$ cat src/rtl/div_ctrl_pkg.sv
// Shared definitions for the multi-cycle DIV/DIVU sequencer.
package div_ctrl_pkg;

    localparam int DIV_WIDTH = 32;

    // Quotient reported for a divide by zero at the default width.
    localparam logic [DIV_WIDTH-1:0] DIV0_QUOTIENT = {DIV_WIDTH{1'b1}};

    typedef enum logic [2:0] {
        IDLE = 3'd0,
        PREP = 3'd1,
        CALC = 3'd2,
        FIX  = 3'd3,
        DONE = 3'd4
    } div_state_t;

endpackage

$ cat src/rtl/div_step.sv
// One combinational restoring-division iteration on unsigned magnitudes.
module div_step #(
    parameter int WIDTH = 32
) (
    input  logic [WIDTH-1:0] rem,
    input  logic [WIDTH-1:0] quo,
    input  logic [WIDTH-1:0] divisor,
    output logic [WIDTH-1:0] rem_n,
    output logic [WIDTH-1:0] quo_n
);

    logic [WIDTH:0] shifted;
    logic [WIDTH:0] trial;

    // The trial difference is one bit wider so its msb acts as the borrow flag.
    assign shifted = {rem, quo[WIDTH-1]};
    assign trial   = shifted - {1'b0, divisor};

    always_comb begin
        rem_n = shifted[WIDTH-1:0];
        quo_n = {quo[WIDTH-2:0], 1'b0};
        if (!trial[WIDTH]) begin
            rem_n = trial[WIDTH-1:0];
            quo_n = {quo[WIDTH-2:0], 1'b1};
        end
    end

endmodule

$ cat src/rtl/div_ctrl.sv
// Multi-cycle DIV/DIVU sequencer: restoring divide with sign fix-up, stall and flush.
module div_ctrl
    import div_ctrl_pkg::*;
#(
    parameter int WIDTH = DIV_WIDTH
) (
    input  logic             clk,
    input  logic             rst,
    input  logic             start,
    input  logic             signed_div,
    input  logic [WIDTH-1:0] a,
    input  logic [WIDTH-1:0] b,
    input  logic             flush,
    output logic             stall,
    output logic             done,
    output logic [WIDTH-1:0] hi,
    output logic [WIDTH-1:0] lo
);

    localparam int CW = (WIDTH > 1) ? $clog2(WIDTH) : 1;
    localparam logic [CW-1:0] LAST_STEP = CW'(WIDTH - 1);

    div_state_t       state;
    logic [CW-1:0]    counter;
    logic [WIDTH-1:0] a_q;
    logic [WIDTH-1:0] b_q;
    logic             is_signed;
    logic             sign_q;
    logic             sign_r;
    logic [WIDTH-1:0] rem;
    logic [WIDTH-1:0] quo;
    logic [WIDTH-1:0] divisor;
    logic [WIDTH-1:0] rem_n;
    logic [WIDTH-1:0] quo_n;
    logic [WIDTH-1:0] a_mag;
    logic [WIDTH-1:0] b_mag;
    logic [WIDTH-1:0] quo_fix;
    logic [WIDTH-1:0] rem_fix;

    // Magnitudes wrap for the most negative value, which the unsigned core handles.
    assign a_mag   = (is_signed && a_q[WIDTH-1]) ? -a_q : a_q;
    assign b_mag   = (is_signed && b_q[WIDTH-1]) ? -b_q : b_q;
    assign quo_fix = (is_signed && sign_q) ? -quo : quo;
    assign rem_fix = (is_signed && sign_r) ? -rem : rem;

    assign stall = (state == PREP) || (state == CALC) || (state == FIX);

    div_step #(
        .WIDTH(WIDTH)
    ) u_step (
        .rem    (rem),
        .quo    (quo),
        .divisor(divisor),
        .rem_n  (rem_n),
        .quo_n  (quo_n)
    );

    always_ff @(posedge clk or posedge rst) begin
        if (rst) begin
            state     <= IDLE;
            counter   <= '0;
            a_q       <= '0;
            b_q       <= '0;
            is_signed <= 1'b0;
            sign_q    <= 1'b0;
            sign_r    <= 1'b0;
            rem       <= '0;
            quo       <= '0;
            divisor   <= '0;
            done      <= 1'b0;
            hi        <= '0;
            lo        <= '0;
        end else if (flush) begin
            state <= IDLE;
            done  <= 1'b0;
        end else begin
            case (state)
                IDLE: begin
                    done <= 1'b0;
                    if (start) begin
                        a_q       <= a;
                        b_q       <= b;
                        is_signed <= signed_div;
                        state     <= PREP;
                    end
                end
                PREP: begin
                    if (b_q == '0) begin
                        hi    <= a_q;
                        lo    <= {WIDTH{1'b1}};
                        done  <= 1'b1;
                        state <= DONE;
                    end else begin
                        rem     <= '0;
                        quo     <= a_mag;
                        divisor <= b_mag;
                        sign_q  <= a_q[WIDTH-1] ^ b_q[WIDTH-1];
                        sign_r  <= a_q[WIDTH-1];
                        counter <= '0;
                        state   <= CALC;
                    end
                end
                CALC: begin
                    rem     <= rem_n;
                    quo     <= quo_n;
                    counter <= counter + 1'b1;
                    if (counter == LAST_STEP) begin
                        state <= FIX;
                    end
                end
                // Results land in hi/lo on entry to DONE so they are valid with the pulse.
                FIX: begin
                    hi    <= rem_fix;
                    lo    <= quo_fix;
                    done  <= 1'b1;
                    state <= DONE;
                end
                DONE: begin
                    done  <= 1'b0;
                    state <= IDLE;
                end
                default: begin
                    done  <= 1'b0;
                    state <= IDLE;
                end
            endcase
        end
    end

endmodule
$ cat config.mk
export PLATFORM = sky130hd
export DESIGN_NAME = div_ctrl
export DESIGN_NICKNAME = d
export VERILOG_FILES = /design/src/rtl/div_ctrl_pkg.sv /design/src/rtl/div_step.sv /design/src/rtl/div_ctrl.sv
export SDC_FILE = /design/constraint.sdc
export NUM_CORES = 1
export LEC_CHECK = 0
export ABC_AREA = 1
export CORE_MARGIN = 2
export CORE_UTILIZATION = 43
export DETAILED_ROUTE_END_ITERATION = 16
export PLACE_DENSITY_LB_ADDON = 0.08
export SYNTH_ARGS = -nofsm -noshare
export SYNTH_HDL_FRONTEND = slang
export SYNTH_SLANG_ARGS = --single-unit
$ cat constraint.sdc
create_clock -name clk -period 10.75 [get_ports clk]
set_clock_uncertainty 0.05 [all_clocks]
set_input_delay 1.6125 -clock clk [delete_from_list [all_inputs] [get_ports clk]]
set_output_delay 1.6125 -clock clk [all_outputs]
set_load 0.03 [all_outputs]
==> impl_metrics.csv <==
group,metric,value,unit
outcome,status,"completed",
route,wl_per_cell,17.6,um
route,via_count,15400,
clock_network,post_cts_resized,0,
grt,grt_usage,27.0,%
logic_synthesis,synth_cells,2355,
critical_path,crit_type,"reg2out",
timing,finalCritPeriodShare,34.2,%
finish,drive_gt1_share,4.64,%
place,hpwl,40.1,mm
critical_path,reg2reg_slack,7.62,ns
logic_synthesis,synth_cell_types,45,
clock_network,root_buffer,"clkbuf_16",
logic_synthesis,syn_nets,2463,
route,drt-pass1-iter-count,7,
place,dp_cells,2892,
timing,rsz0062_at_grt,"no",
floorplanning,design.core.area,0.0365,mm2
logic_synthesis,synthFlopType,"dfrtp_1",
timing,fin_crit,3.67,ns
floorplanning,initial_core_util,43.5,%
finish,layout.nets,2563,
clock_network,clock_latency,0.56,ns
grt,antenna_found_initial,1,
finish,regArea,0.00591,mm2
timing,max_freq,0.272,GHz
clock_network,post_cts_buffers,0,
logic_synthesis,async_flop_share,100,%
finish,fill_cells,3689,
finish,instances_no_fill,2944,
logic_synthesis,ys_ff_latch,236,
clock_network,clkTransAtPathRegs,0.06,ns
clock_network,cts_hold_buf,0,
critical_path,r2r-start,"b_q[0]",
timing,finalWorstSetupSlack,7.08,ns
critical_path,start_kind,"flip-flop",
clock_network,cts_tree,"yes",
place,place_ws,6.74,ns
place,place_congestion,0.933,
floorplanning,die_h,196,um
timing,setup_tns,0,ns
place,port_buffers,134,
route,ant_nets,0,
timing,max_slew_margin,32.7,%
finish,layout_common_cells,"nand2_1, inv_1, nor2_1",
route,drc,0,
finish,syn2layout_area_growth,16.4,%
route,vias_per_cell,5.22,
floorplanning,die_w,196,um
floorplanning,dieArea,0.0385,mm2
grt,grt_pass1_vias,14700,
min_path,hold_depth,2,
pwr,ir_drop,0.139,mV
finish,diodes,0,
critical_path,endpoint_kind,"output pin",
floorplanning,rows,70,
min_path,hold_path_class,"reg2reg",
logic_synthesis,ys_seq_area_share,37.2,%
finish,postLayoutCoreUtil,50.6,%
min_path,hold_start,"lo[28]",
logic_synthesis,syn_area_per_cell,6.74,um2
clock_network,cts_num_sinks,236,
min_path,hold_path_end,"lo[28]",
critical_path,worstPathRequired,9.09,ns
logic_synthesis,synth_edf_count,0,
grt,grt_overflow_total,0,
critical_path,r2r_cells,13,
grt,grt_pass1_wl,81.9,mm
logic_synthesis,syn_area,0.0159,mm2
timing,hold_viol_final,0,
pwr,power_density,227,mW/mm2
route,finalWirelength,51.8,mm
logic_synthesis,ys_warn_count,0,
grt,grt_max_degree,114,
route,dr.first_iter.drc_count,1319,
critical_path,cp_max_fo,5,
timing,slew_violations,0,
pwr,p_leak,9.34,nW
finish,layout_commonest_cell,"nand2_1",
critical_path,worstPathArrival,2.01,ns
timing,worst_pin_slew,1.01,ns
clock_network,cts_max_path_buffers,3,
timing,hold_ws,0.432,ns
clock_network,cts_inserted_buffers,29,
timing,setup_viol_count_final,0,
floorplanning,io_pins,135,
job,maxCapViolations,0,
clock_network,htreeDepth,1,
finish,multi_input_area,0.00844,mm2
critical_path,r2r_end,"counter[2]",
==> report_power, final <==
group	switching, mW	internal, mW
combinational	1.19	0.624
clock	0.393	0.584
sequential	0.249	1.15
total	1.83	2.36
==> worst max-delay path: stages (launching register included) <==
cell             delay, ns
dfrtp_1               0.44
inv_1                 0.15
a21oi_1               0.18
clkdlybuf4s50_1       0.69
==> routing by layer <==
metal	part of all wire (%)	global-route usage (%)
met4	1.4	4.26
met2	45	43.8
met3	4.7	2.60
met5	0	0
met1	49	39.8
==> logic make-up after synthesis <==
group                    count (synthesis)  share of synthesized area [%]
AND/OR/NAND/NOR                       1342                           35.9
buffers and inverters                  386                           9.77
AO/OA/AOI/OAI                          278                           9.78
flip-flops                             236                           37.2
XOR/XNOR                                64                           3.53
adder cells (fa/ha/maj)                 39                           3.12
multiplexers                            10                          0.709
==> layout make-up <==
cell class,instances,area share (%)
Sequential cell,236,32.0
Multi-Input combinational cell,1733,45.7
Inverter,312,6.38
Tap cell,468,3.17
Clock inverter,11,0.481
Timing Repair Buffer,143,7.63
Clock buffer,41,4.71
==> state kept, by name (all words and copies together) (netlist names) <==
| name | cells |
|---|---|
| hi | 32 |
| counter | 5 |
| quo | 32 |
| rem | 32 |
| is_signed | 1 |
| state | 3 |
| sign_q | 1 |
| b_q | 32 |
| done | 1 |
| sign_r | 1 |
| lo | 32 |
| divisor | 32 |
| a_q | 32 |
==> worst max path at each step <==
stage,startpoint,to,slack [ns],cells past startpoint
after global placement,flush,counter[2],6.78,10
after CTS,state[1],stall,7.05,3
after detailed placement,flush,counter[2],6.74,10
after floorplan,rst,a_q[0],2.61,1
final,state[1],stall,7.08,3
after global routing,state[1],stall,6.97,3
==> synth_stat cells, types with 8 or more instances <==
cell      count  area share (%)
nand2_1     745              18
inv_1       297             7.0
nor2_1      251             5.9
nand3_1     245             7.7
dfrtp_1     236              37
a21oi_1     117             3.7
o21ai_0      89             2.8
xor2_1       51             2.8
ha_1         38             3.0
clkbuf_1     35            0.83
nand4_1      27             1.1
o211ai_1     26             1.2
buf_2        24            0.76
nor3_1       22            0.69
a31oi_1      18            0.71
nand3b_1     17            0.80
xnor2_1      13            0.72
inv_2        11            0.26
mux2_2       10            0.71
buf_6         8            0.57
o22ai_1       8            0.32
==> metrics by stage <==
step,power (mW),instance area [um2]
6_report,4.19,18500
5_1_grt,4.49,18500
4_1_cts,4.21,18500
3_5_place_dp,3.21,17500
3_3_place_gp,3.19,17500
2_1_floorplan,2.57,15900
Note: power is estimated with default switching activity, not from simulation.
